**src/rtl/periph_bridge_pkg.sv**
```systemverilog
// Shared types and constants for the single-master peripheral bridge.
// Imported by the order FIFO and the bridge top level.
package periph_bridge_pkg;

    typedef struct packed {
        logic       null_e;
        logic [3:0] sel;
    } ord_entry_t;

    localparam logic [63:0] TIMEOUT_DATA = '1;

    function automatic int sel_w(input int n);
        return (n <= 2) ? 1 : $clog2(n);
    endfunction

endpackage

```
**src/rtl/periph_bridge_rsp_order_fifo.sv**
```systemverilog
// In-order FIFO of outstanding read targets.
// Pointers wrap modulo DEPTH, which must be a power of two.
module rsp_order_fifo
    import periph_bridge_pkg::*;
#(
    parameter int  DEPTH   = 4,
    parameter type entry_t = ord_entry_t
) (
    input  logic   clk_i,
    input  logic   rst_ni,
    input  logic   push_i,
    input  entry_t data_i,
    input  logic   pop_i,
    output logic   full_o,
    output logic   empty_o,
    output entry_t head_o
);

    localparam int PW = $clog2(DEPTH);
    localparam int CW = PW + 1;

    entry_t          mem_q [DEPTH];
    logic [PW-1:0]   wr_q, wr_d;
    logic [PW-1:0]   rd_q, rd_d;
    logic [CW-1:0]   cnt_q, cnt_d;
    logic            do_push, do_pop;

    assign full_o  = (cnt_q == CW'(DEPTH));
    assign empty_o = (cnt_q == '0);
    assign head_o  = mem_q[rd_q];

    assign do_push = push_i & ~full_o;
    assign do_pop  = pop_i & ~empty_o;

    always_comb begin
        wr_d  = wr_q;
        rd_d  = rd_q;
        cnt_d = cnt_q;
        if (do_push) wr_d = wr_q + 1'b1;
        if (do_pop)  rd_d = rd_q + 1'b1;
        unique case ({do_push, do_pop})
            2'b10:   cnt_d = cnt_q + 1'b1;
            2'b01:   cnt_d = cnt_q - 1'b1;
            default: cnt_d = cnt_q;
        endcase
    end

    always_ff @(posedge clk_i or negedge rst_ni) begin
        if (!rst_ni) begin
            wr_q  <= '0;
            rd_q  <= '0;
            cnt_q <= '0;
            for (int i = 0; i < DEPTH; i++) begin
                mem_q[i] <= '0;
            end
        end else begin
            wr_q  <= wr_d;
            rd_q  <= rd_d;
            cnt_q <= cnt_d;
            if (do_push) mem_q[wr_q] <= data_i;
        end
    end

endmodule

```
**src/rtl/periph_bridge.sv**
```systemverilog
// Single-master to NSLAVE bridge: address decode, in-order read return,
// response timeout and interrupt aggregation.
module periph_bridge
    import periph_bridge_pkg::*;
#(
    parameter int NSLAVE  = 4,
    parameter int WIDTH   = 32,
    parameter int SLV_AW  = 4,
    parameter int MAXPEND = 4,
    parameter int TIMEOUT = 255,
    localparam int SEL_W  = sel_w(NSLAVE),
    localparam int AW     = SEL_W + SLV_AW
) (
    input  logic                    clock,
    input  logic                    reset_n,
    input  logic [AW-1:0]           m_address,
    input  logic [WIDTH-1:0]        m_writedata,
    input  logic                    m_read,
    input  logic                    m_write,
    output logic                    m_waitrequest,
    output logic [WIDTH-1:0]        m_readdata,
    output logic                    m_readdatavalid,
    output logic                    m_error,
    output logic                    m_irq,
    output logic [SLV_AW-1:0]       s_address,
    output logic [WIDTH-1:0]        s_writedata,
    output logic [NSLAVE-1:0]       s_read,
    output logic [NSLAVE-1:0]       s_write,
    input  logic [NSLAVE-1:0]       s_waitrequest,
    input  logic [NSLAVE*WIDTH-1:0] s_readdata,
    input  logic [NSLAVE-1:0]       s_readdatavalid,
    input  logic [NSLAVE-1:0]       s_irq
);

    localparam int TW = 16;

    logic [SEL_W-1:0]  sel;
    logic              sel_ok;
    logic              swait;
    logic              fifo_full, fifo_empty;
    logic              push, pop;
    ord_entry_t        push_e, head;
    logic [NSLAVE-1:0] exp_mask;
    logic              head_rv;
    logic [WIDTH-1:0]  head_data;
    logic              null_pop, tmo_hit, unexp;

    logic [TW-1:0]     tmo_q, tmo_d;
    logic [WIDTH-1:0]  rdata_q, rdata_d;
    logic              rdv_q, rdv_d;
    logic              err_q, err_d;
    logic              irq_q, irq_d;

    assign sel         = m_address[AW-1 -: SEL_W];
    assign sel_ok      = (int'(sel) < NSLAVE);
    assign s_address   = m_address[SLV_AW-1:0];
    assign s_writedata = m_writedata;

    always_comb begin
        s_read  = '0;
        s_write = '0;
        swait   = 1'b0;
        for (int k = 0; k < NSLAVE; k++) begin
            if (sel_ok && int'(sel) == k) begin
                s_read[k]  = m_read & ~fifo_full;
                s_write[k] = m_write & ~m_read;
                swait      = s_waitrequest[k];
            end
        end
    end

    assign m_waitrequest = swait | (m_read & fifo_full);
    assign push          = m_read & ~m_waitrequest;
    assign push_e.null_e = ~sel_ok;
    assign push_e.sel    = 4'(sel);

    rsp_order_fifo #(
        .DEPTH   (MAXPEND),
        .entry_t (ord_entry_t)
    ) u_fifo (
        .clk_i   (clock),
        .rst_ni  (reset_n),
        .push_i  (push),
        .data_i  (push_e),
        .pop_i   (pop),
        .full_o  (fifo_full),
        .empty_o (fifo_empty),
        .head_o  (head)
    );

    // Only the head slave may respond; anything else is a stray response.
    always_comb begin
        exp_mask  = '0;
        head_rv   = 1'b0;
        head_data = '0;
        for (int k = 0; k < NSLAVE; k++) begin
            if (!fifo_empty && !head.null_e && head.sel == 4'(k)) begin
                exp_mask[k] = 1'b1;
                head_rv     = s_readdatavalid[k];
                head_data   = s_readdata[k*WIDTH +: WIDTH];
            end
        end
    end

    assign null_pop = ~fifo_empty & head.null_e;
    assign tmo_hit  = ~fifo_empty & ~head.null_e & ~head_rv
                    & (tmo_q == TW'(TIMEOUT - 1));
    assign pop      = head_rv | null_pop | tmo_hit;
    assign unexp    = |(s_readdatavalid & ~exp_mask);

    always_comb begin
        tmo_d   = tmo_q;
        rdata_d = rdata_q;
        rdv_d   = pop;
        err_d   = unexp | tmo_hit;
        irq_d   = |s_irq;
        if (pop) begin
            tmo_d = '0;
        end else if (!fifo_empty) begin
            tmo_d = tmo_q + 1'b1;
        end
        unique case (1'b1)
            head_rv:  rdata_d = head_data;
            tmo_hit:  rdata_d = TIMEOUT_DATA[WIDTH-1:0];
            null_pop: rdata_d = '0;
            default:  rdata_d = rdata_q;
        endcase
    end

    always_ff @(posedge clock or negedge reset_n) begin
        if (!reset_n) begin
            tmo_q   <= '0;
            rdata_q <= '0;
            rdv_q   <= 1'b0;
            err_q   <= 1'b0;
            irq_q   <= 1'b0;
        end else begin
            tmo_q   <= tmo_d;
            rdata_q <= rdata_d;
            rdv_q   <= rdv_d;
            err_q   <= err_d;
            irq_q   <= irq_d;
        end
    end

    assign m_readdata      = rdata_q;
    assign m_readdatavalid = rdv_q;
    assign m_error         = err_q;
    assign m_irq           = irq_q;

endmodule

```
**config.mk**
```make
export PLATFORM = sky130hd
export DESIGN_NAME = periph_bridge
export DESIGN_NICKNAME = d
export VERILOG_FILES = /design/src/rtl/periph_bridge_pkg.sv /design/src/rtl/periph_bridge_rsp_order_fifo.sv /design/src/rtl/periph_bridge.sv
export SDC_FILE = /design/constraint.sdc
export NUM_CORES = 1
export LEC_CHECK = 0
export ABC_AREA = 1
export BUFFER_PORTS_ARGS = -buffer_cell sky130_fd_sc_hd__buf_2
export CAP_MARGIN = 30
export CORE_ASPECT_RATIO = 0.75
export CORE_UTILIZATION = 45
export CTS_CLUSTER_SIZE = 30
export DETAILED_ROUTE_END_ITERATION = 16
export MAX_ROUTING_LAYER = met4
export PLACE_DENSITY = 0.77
export SKIP_LAST_GASP = 1
export SYNTH_ARGS = -nofsm -noshare
export SYNTH_HDL_FRONTEND = slang
export SYNTH_SLANG_ARGS = --single-unit
export TNS_END_PERCENT = 20
```
**constraint.sdc**
```tcl
create_clock -name clock -period 3.1 [get_ports clock]
set_input_delay 0 -clock clock [delete_from_list [all_inputs] [get_ports clock]]
set_output_delay 0 -clock clock [all_outputs]
set_load 0.01 [all_outputs]
```
==> results of run 1 <==
[critical path: cells and delay by family (launching register included)]
| kind | cells | cell delay (ns) |
|---|---|---|
| and+or+nand+nor | 9 | 1.15 |
| DFF | 1 | 0.47 |
| buffers and inverters | 3 | 0.98 |
[final timing paths]
path	to	slack (ns)	cells after the start
max	m_readdata[7]$_DFFE_PN0N_	0.44	12
min	s_writedata[17]	0.000004	0
max reg2reg	m_readdata[7]$_DFFE_PN0N_	0.44	12
min reg2reg	u_fifo.mem_q[10]$_DFFE_PN0P_	0.50	1
max in group asynchronous	m_readdata[2]$_DFFE_PN0N_	2.00	3
min in group asynchronous	tmo_q[15]$_DFFE_PN0P_	0.32	2
[registers in the layout (all words and copies together) (netlist names)]
name             flops
m_readdata          32
m_readdatavalid      1
u_fifo.wr_q          2
u_fifo.cnt_q         3
m_irq                1
u_fifo.mem_q         8
tmo_q               16
m_error              1
u_fifo.rd_q          2
[synthesized netlist by cell type (all sizes together)]
master	number	area share (%)
nand2	257	20
nand3	96	10
nor2	72	6.5
inv	71	5.5
buf	67	9.0
dfrtp	66	34
nand4	37	4.8
o21ai	17	1.7
xor2	12	2.2
ha	7	1.8
nor3	7	0.72
a21oi	6	0.62
clkbuf	6	0.46
o21a	4	0.62
or2	2	0.26
xnor2	2	0.36
fa	1	0.41
mux2	1	0.23
nor4	1	0.13
or4	1	0.15
[area by class of cell]
cell class / count / share of cell area (%)
flip-flops and latches: 66 / 27.5
clock buffers: 11 / 4.21
multi-input cells: 523 / 41.6
well taps: 136 / 2.84
clock inverters: 5 / 0.876
inverters: 71 / 4.44
repair buffers: 208 / 18.5
[per-stage QoR]
step | hold slack [ns] | std cells | cell area (um^2) | setup WS (ns)
floorplan | -0.296 | 733 | 4870 | 0.543
global placement | 0.0000686 | 996 | 5610 | 0.712
detailed placement | 0.0000686 | 996 | 5610 | 0.627
CTS | 0.0000686 | 1020 | 6000 | 0.432
global route | 0.0000281 | 1020 | 6000 | 0.208
finish | 0.00000444 | 1020 | 6000 | 0.436
[power by group]
part	internal, mW	switching, mW	total (mW)
Clock	0.661	0.377	1.04
Combinational	1.58	3.13	4.72
Sequential	1.26	0.228	1.49
[cells by family (layout without fill, tap and decap cells)]
logic type	Yosys count	after routing	synth area share (%)
multiplexers	1	1	0.231
flip-flops	66	66	33.9
AND/OR/NAND/NOR	473	473	43.2
adder cells (fa/ha/maj)	8	8	2.21
AO/OA/AOI/OAI	27	27	2.98
XOR/XNOR	14	14	2.52
buffers and inverters	144	295	14.9
[routing by layer]
metal | vias up | share of wire [%] | track usage (%)
li1 | 2575 | - | -
met1 | 2320 | 45 | 33.6
met2 | 195 | 46 | 40.0
met4 | 0 | 1.1 | 6.10
met3 | 16 | 7.6 | 6.78
met5 | - | 0 | -
[repair_timing]
action	in CTS	in global routing
setup buffers	0	0
gates resized for setup	0	0
hold buffers	8	0
endpoints found under the hold margin	43	0
==> flow_metrics.py, run 1 <==
metrics = {
    "layout": {
        "area_delta_synth_final_pct": 23.1,
        "fin_nets": 1069,
        "register_area_um2": 1650,
        "utilization_pct": 57.6,
        "drive_gt1_share_pct": 26.9,
        "num_antenna_cells": 0,
        "final_common_cell": "nand2_1",
        "fillers": 1038,
        "multi_input_area_um2": 2490,
        "final_cell_mix": "249 x nand2_1, 189 x buf_2, 93 x nand3_1",
    },
    "power_and_ir_drop": {
        "p_leak_nw": 3.41,
        "power_density_nw_per_um2": 1210,
        "vdd_drop_max_v": 0.000688,
        "power_mw": 7.25,
    },
    "detailed_routing": {
        "avgViaCountPerCell": 5.01,
        "routed_wirelength_mm": 13.7,
        "drt_iter0_markers": 261,
        "dr.pass1.iters": 5,
        "wire_per_inst_um": 13.4,
        "ant_nets": 0,
        "vias": 5106,
        "drc_errors": 0,
    },
    "timing": {
        "tightest_slew_ns": 0.855,
        "maxSlewViolCount": 0,
        "fin_tns_setup_ns": 0,
        "setup_viol": 0,
        "clock_skew_ns": 0.00580,
        "slew_headroom_pct": 43.0,
        "rsz0062_at_grt": "false",
        "min_period_ns": 2.66,
        "fin_crit_sh_pct": 85.9,
        "hold_violations": 0,
        "max_freq_ghz": 0.375,
    },
    "setup_path": {
        "cp_slowest_stage_delay_ns": 0.55,
        "path_class": "reg -> reg",
        "cp-end-kind": "register",
        "crit_fanout": 32,
        "startpoint": "u_fifo.rd_q[0]$_DFFE_PN0P_",
        "start_kind": "register",
        "crit_chain": "inv_2 > nand2_1 > nand3_2 > nand2_4 > buf_4 > nand2_2 > nor2_4 > nand2_1 > nand4_1 > dlygate4sd3_1 > nand2_1 > nand2_1",
        "worstPathRequired_ns": 3.37,
        "rr_startpoint": "u_fifo.rd_q[0]$_DFFE_PN0P_",
        "critPathMostFrequentCell": "nand2_1",
        "cp_data_arrival_time_ns": 2.94,
        "critical_path.slowest_cell": "dlygate4sd3_1",
    },
    "clock_tree": {
        "insertion_delay_ns": 0.34,
        "clock_sinks": 66,
        "root_buffer": "clkbuf_16",
        "cts_tree": "built",
        "ctsLongestPathBuffers": 2,
        "cts-buffers-inserted": 9,
        "clkSlewWorstSetupHoldPaths_ns": 0.06,
        "cts_max_level": 3,
    },
    "min_path": {
        "hp-class": "in -> out",
        "min_from": "m_writedata[17]",
    },
    "global_routing": {
        "grt_pass1_vias": 4576,
        "grt_pass1_wl_mm": 22.1,
        "grt_max_degree": 40,
        "globalRouteOverflowTotal": 0,
        "grt_usage_pct": 25.8,
        "grt_antenna_before_repair": 0,
    },
    "floorplanning": {
        "die_w_um": 122,
        "fp-row-count": 32,
        "die_area_um2": 11200,
        "coreArea_um2": 10400,
        "die_y_um": 92.1,
        "initial_utilization_pct": 46.8,
        "pin_count": 262,
    },
    "logic_synthesis": {
        "synth_area_um2": 4870,
        "syn_inst": 733,
        "avgSynthCellArea_um2": 6.65,
        "ys_ff_latch": 66,
        "yosysSeqAreaShare_pct": 33.9,
        "syn_nets": 923,
        "ys_warn_count": 0,
        "synth_cell_types": 30,
    },
    "run": {
        "max_cap_viol_count": 0,
    },
    "placement": {
        "dp_hpwl_mm": 10.1,
        "gp_congestion": 0.833,
        "portBuffers": 189,
    },
    "outcome": {
        "run_status": "finished clean",
    },
}
Power figures use the tool's default switching activity.
==> run 2, diff against run 1 <==
Settings changed: ABC_CLOCK_PERIOD_IN_PS set to 3100, CORE_UTILIZATION 45 to 30, PLACE_DENSITY 0.77 to 0.54.
==> run 2 against run 1 <==
Effect of this change: hold slack about the same; sequential cell count unchanged; maximum frequency decreased by 2.4%; sequential power about the same; die area increased by 49%; critical path type unchanged; critical endpoint is now m_readdata[3]$_DFFE_PN0N_.
==> flow_metrics.py, run 2 (synthesized netlist as in run 1, its figures left out) <==
metrics = {
    "outcome": {
        "run_status": "finished clean",
    },
    "floorplanning": {
        "die_y_um": 112,
        "die_w_um": 149,
        "coreArea_um2": 15600,
        "die_area_um2": 16800,
        "pin_count": 262,
        "initial_utilization_pct": 31.3,
        "fp-row-count": 39,
    },
    "timing": {
        "setup_viol": 0,
        "tightest_slew_ns": 0.636,
        "maxSlewViolCount": 0,
        "fin_tns_setup_ns": 0,
        "min_period_ns": 2.73,
        "rsz0062_at_grt": "false",
        "fin_crit_sh_pct": 88.0,
        "clock_skew_ns": 0.00729,
        "slew_headroom_pct": 57.3,
        "hold_violations": 0,
        "max_freq_ghz": 0.366,
        "fin_hold_ws_ns": 0.00000444,
    },
    "setup_path": {
        "critical_path.slowest_cell": "nor3_1",
        "crit_fanout": 51,
        "cp-end-kind": "register",
        "cp_data_arrival_time_ns": 3.00,
        "worst-r2r-setup-slack_ns": 0.37,
        "worstPathRequired_ns": 3.37,
        "path_buf_inv": 3,
        "critPathMostFrequentCell": "nand2_1",
        "path_class": "reg -> reg",
        "cp_slowest_stage_delay_ns": 0.61,
        "start_kind": "register",
        "critPathTopFamily": "simple AND/OR/NAND/NOR gates",
        "crit_chain": "inv_2 > nand2_1 > nand3_1 > nand2_2 > buf_4 > nor3_1 > nand2_1 > nand4_1 > dlygate4sd3_1 > nand2_1 > nand2_1",
    },
    "detailed_routing": {
        "routed_wirelength_mm": 14.7,
        "ant_nets": 0,
        "wire_per_inst_um": 13.5,
        "drt_iter0_markers": 237,
        "dr.pass1.iters": 4,
        "vias": 4968,
        "avgViaCountPerCell": 4.57,
        "drc_errors": 0,
    },
    "layout": {
        "fin_nets": 1068,
        "num_antenna_cells": 0,
        "area_delta_synth_final_pct": 24.5,
        "fillers": 1705,
        "drive_gt1_share_pct": 26.8,
        "largest_register_ffs": 32,
        "final_cell_mix": "249 x nand2_1, 189 x buf_2, 93 x nand3_1",
        "final_common_cell": "nand2_1",
    },
    "power_and_ir_drop": {
        "intPower_mw": 3.47,
        "p_leak_nw": 3.39,
        "switchingPower_mw": 3.77,
        "switching_share_pct": 52.1,
        "power_mw": 7.24,
        "comb_power_share_pct": 65.8,
        "vdd_drop_max_v": 0.000619,
        "power_density_nw_per_um2": 1190,
        "seqPwrFrac_pct": 20.4,
        "pwr-share-clk_pct": 13.9,
    },
    "clock_tree": {
        "cts_resized": 0,
        "cts_tree": "built",
        "insertion_delay_ns": 0.33,
        "root_buffer": "clkbuf_16",
        "clkSlewWorstSetupHoldPaths_ns": 0.05,
        "ctsLongestPathBuffers": 2,
        "clock_sinks": 66,
        "cts-buffers-inserted": 9,
        "cts_max_level": 3,
    },
    "global_routing": {
        "grt_max_degree": 52,
        "grt_antenna_before_repair": 0,
        "globalRouteOverflowTotal": 0,
        "grt_pass1_wl_mm": 23.7,
        "grt_pass1_vias": 4786,
        "grt_usage_pct": 18.6,
    },
    "run": {
        "max_cap_viol_count": 0,
    },
    "min_path": {
        "hp-class": "in -> out",
    },
    "placement": {
        "dp_hpwl_mm": 10.8,
        "gp_congestion": 0.811,
        "portBuffers": 189,
    },
}
-- run 2: changes by cell type in the layout (fill, tap and decap cells not counted) --
cell,before,now
clkinvlp_4,1,2
buf_4,11,10
clkbuf_8,2,1
clkinv_2,3,2
-- run 2: final cells by class --
class | instances | area [um^2] | area share, %
clock buffer | 10 | 239 | 3.94
inverter | 71 | 267 | 4.39
clock inverter | 5 | 55.1 | 0.908
multi-input combinational | 523 | 2490 | 41.1
tap | 205 | 256 | 4.23
sequential | 66 | 1650 | 27.2
timing repair buffer | 207 | 1100 | 18.2
-- run 2: power by group through the flow --
stage	logic [mW]	clock network (mW)	registers [mW]
after floorplan	3.60	0	1.56
after global placement	4.79	0	1.48
after detailed placement	4.81	0	1.49
after CTS	4.85	1.03	1.48
after global routing	5.47	1.07	1.52
final	4.76	1.00	1.47
-- run 2: per-layer routing --
layer	wire length, um	track usage [%]
met1	6670	23.0
met2	6740	29.6
met4	140	4.35
met5	0	-
met3	1130	5.49
-- run 2: timing repair --
item,4_1_cts,5_1_grt
setup buffers,0,0
hold buffers,8,0
hold endpoints to repair,29,0
-- run 2: path summary, 6_finish.rpt --
path                                               end  depth (start not counted)                   startpoint
hold reg to reg            u_fifo.mem_q[0]$_DFFE_PN0P_                          1  u_fifo.mem_q[0]$_DFFE_PN0P_
min in group asynchronous              m_irq$_DFF_PN0_                          2                      reset_n
max in group asynchronous        tmo_q[13]$_DFFE_PN0P_                          3                      reset_n
setup / recovery             m_readdata[3]$_DFFE_PN0N_                         11   u_fifo.rd_q[0]$_DFFE_PN0P_
setup reg to reg             m_readdata[3]$_DFFE_PN0N_                         11   u_fifo.rd_q[0]$_DFFE_PN0P_
hold / removal                         s_writedata[12]                          0              m_writedata[12]
-- run 2: through the flow --
stage / cells / area [um^2] / utilization [%] / worst slack, ns
2_1_floorplan: 733 / 4870 / - / 0.543
3_3_place_gp: 1064 / 5690 / 36.6 / 0.660
3_5_place_dp: 1064 / 5690 / 36.6 / 0.614
4_1_cts: 1087 / 6060 / 39.0 / 0.355
5_1_grt: 1087 / 6060 / 39.0 / 0.0712
6_report: 1087 / 6060 / 39.0 / 0.371
-- run 2: worst reg2reg max path: cells and delay by family, from the launching register on --
kind,cells,cell delay [ns]
buffers and inverters,3,0.98
flip-flops,1,0.46
AND/OR/NAND/NOR,8,1.24
==> run 3, diff against run 2 <==
Settings changed: CELL_PAD_IN_SITES_DETAIL_PLACEMENT set to 1, CELL_PAD_IN_SITES_GLOBAL_PLACEMENT set to 2, CORE_UTILIZATION 30 to 22, PLACE_DENSITY 0.54 to 0.77.
==> run 3 against run 2 <==
Effect of this change: design area is 1.6% higher; sequential power hardly changed; sequential share of layout area decreased by 0.44 points; clock-buffer cell count increased by 1; largest power group unchanged; global-route usage shrank 2.8 points; cell count grew 7.5%; critical endpoint is now u_fifo.cnt_q[2]$_DFFE_PN0P_.
==> flow_metrics.py, run 3 (synthesized netlist as in run 1, its figures left out) <==
metrics = {
    "setup_path": {
        "path_class": "reg -> reg",
        "crit_end": "u_fifo.cnt_q[2]$_DFFE_PN0P_",
        "worstPathRequired_ns": 3.32,
        "cp_data_arrival_time_ns": 2.67,
        "start_kind": "register",
        "crit_fanout": 7,
        "startpoint": "u_fifo.cnt_q[0]$_DFFE_PN0P_",
        "rr_startpoint": "u_fifo.cnt_q[0]$_DFFE_PN0P_",
        "reg2reg_to": "u_fifo.cnt_q[2]$_DFFE_PN0P_",
        "cp-end-kind": "register",
        "worst-r2r-setup-slack_ns": 0.65,
        "worst_r2r_path_depth": 13,
    },
    "global_routing": {
        "globalRouteOverflowTotal": 0,
        "grt_usage_pct": 15.8,
        "grt_max_degree": 67,
        "grt_pass1_vias": 5113,
        "grt_pass1_wl_mm": 27.0,
        "grt_antenna_before_repair": 0,
    },
    "layout": {
        "final_cells": 1168,
        "final_common_cell": "nand2_1",
        "largest_register_ffs": 32,
        "final_cell_mix": "249 x nand2_1, 188 x buf_2, 93 x nand3_1",
        "drive_gt1_share_pct": 26.8,
        "area_delta_synth_final_pct": 26.5,
        "utilization_pct": 28.8,
        "fin_nets": 1065,
        "num_antenna_cells": 0,
    },
    "timing": {
        "fin_crit_sh_pct": 78.9,
        "setup_viol": 0,
        "fin_tns_setup_ns": 0,
        "min_period_ns": 2.45,
        "rsz0062_at_grt": "false",
        "clock_skew_ns": 0.00913,
        "maxSlewViolCount": 0,
        "slew_headroom_pct": 50.7,
        "max_freq_ghz": 0.409,
        "tightest_slew_ns": 0.736,
        "hold_violations": 0,
        "fin_hold_ws_ns": 0.00000444,
    },
    "run": {
        "max_cap_viol_count": 0,
    },
    "clock_tree": {
        "cts_tree": "built",
        "cts_setup_buffers": 0,
        "clkSlewWorstSetupHoldPaths_ns": 0.06,
        "ctsLongestPathBuffers": 2,
        "cts_max_level": 3,
        "root_buffer": "clkbuf_16",
        "cts-buffers-inserted": 9,
        "clock_sinks": 66,
        "insertion_delay_ns": 0.35,
    },
    "power_and_ir_drop": {
        "p_leak_nw": 3.40,
        "power_density_nw_per_um2": 1200,
        "vdd_drop_max_v": 0.000706,
    },
    "floorplanning": {
        "coreArea_um2": 21400,
        "die_area_um2": 22700,
        "die_y_um": 131,
        "initial_utilization_pct": 22.8,
        "die_w_um": 174,
        "fp-row-count": 46,
        "pin_count": 262,
    },
    "detailed_routing": {
        "ant_nets": 0,
        "avgViaCountPerCell": 4.34,
        "routed_wirelength_mm": 17.1,
        "drc_errors": 0,
        "wire_per_inst_um": 14.6,
        "top_layer_used": "met4",
        "wl_met2_mm": 7.64,
        "wl_met3_mm": 1.17,
        "wl_met1_mm": 8.10,
        "drt_iter0_markers": 135,
        "vias": 5067,
        "dr.pass1.iters": 4,
    },
    "placement": {
        "place_inst": 1146,
        "portBuffers": 189,
        "gp_congestion": 0.792,
        "dp_hpwl_mm": 12.6,
    },
    "outcome": {
        "run_status": "finished clean",
    },
    "min_path": {
        "hp-class": "in -> out",
    },
}
-- run 3: cell types whose count changed in the layout (fill, tap and decap cells not counted) --
cell and change:
clkinv_4 +1, clkbuf_1 +1, clkinvlp_4 -2, buf_16 +1, clkinv_2 +1, dlygate4sd3_1 -3, buf_2 -1
-- run 3: how the worst min path moves through the flow --
stage	start	slack [ns]	depth (start not counted)	to
floorplan	reset_n	-0.30	0	m_error$_DFF_PN0_
global placement	m_address[0]	0.00007	0	s_address[0]
detailed placement	m_address[0]	0.00007	0	s_address[0]
CTS	m_address[0]	0.00007	0	s_address[0]
global route	m_writedata[30]	0.00002	0	s_writedata[30]
finish	m_writedata[17]	0.000004	0	s_writedata[17]
-- run 3: final cells by class --
cell class	count	area, um^2
Clock buffer	11	243
Multi-Input combinational cell	523	2490
Fill cell	2785	15200
Inverter	71	267
Tap cell	288	360
Timing Repair Buffer	204	1090
Clock inverter	5	53.8
Sequential cell	66	1650
-- run 3: repair_timing --
action | 4_1_cts | 5_1_grt
resized for setup | 0 | 0
hold buffers | 5 | 0
setup endpoints to repair | 0 | 0
endpoints found under the hold margin | 72 | 0
-- run 3: per-layer routing --
metal / vias to the layer above / GRT usage, %
met5: - / -
met1: 2335 / 19.4
met3: 13 / 5.27
met2: 153 / 25.2
li1: 2566 / -
met4: 0 / 3.25
-- run 3: report_power, final --
group          leakage, nW  internal (mW)  switching (mW)
clock network        0.149          0.641           0.390
registers            0.797           1.26           0.214
logic                 2.45           1.55            3.35
total                 3.40           3.45            3.96
-- run 3: stage by stage --
step	setup WS, ns	area, um^2	power [mW]
5_1_grt	0.389	6160	8.28
3_3_place_gp	0.670	5790	6.39
2_1_floorplan	0.543	4870	5.16
3_5_place_dp	0.637	5790	6.52
6_report	0.653	6160	7.41
4_1_cts	0.627	6140	7.59
-- run 3: critical path, cell delays in order (launching register included) --
cell     delay (ns)
dfrtp_1        0.42
nor2_1         0.15
nand2_1        0.14
inv_2          0.18
nor2_8         0.07
nand3_1        0.08
nand2_2        0.10
nor2_8         0.09
nand2_1        0.05
ha_1           0.23
fa_1           0.38
a21oi_1        0.14
o21ai_0        0.11
xor2_1         0.16
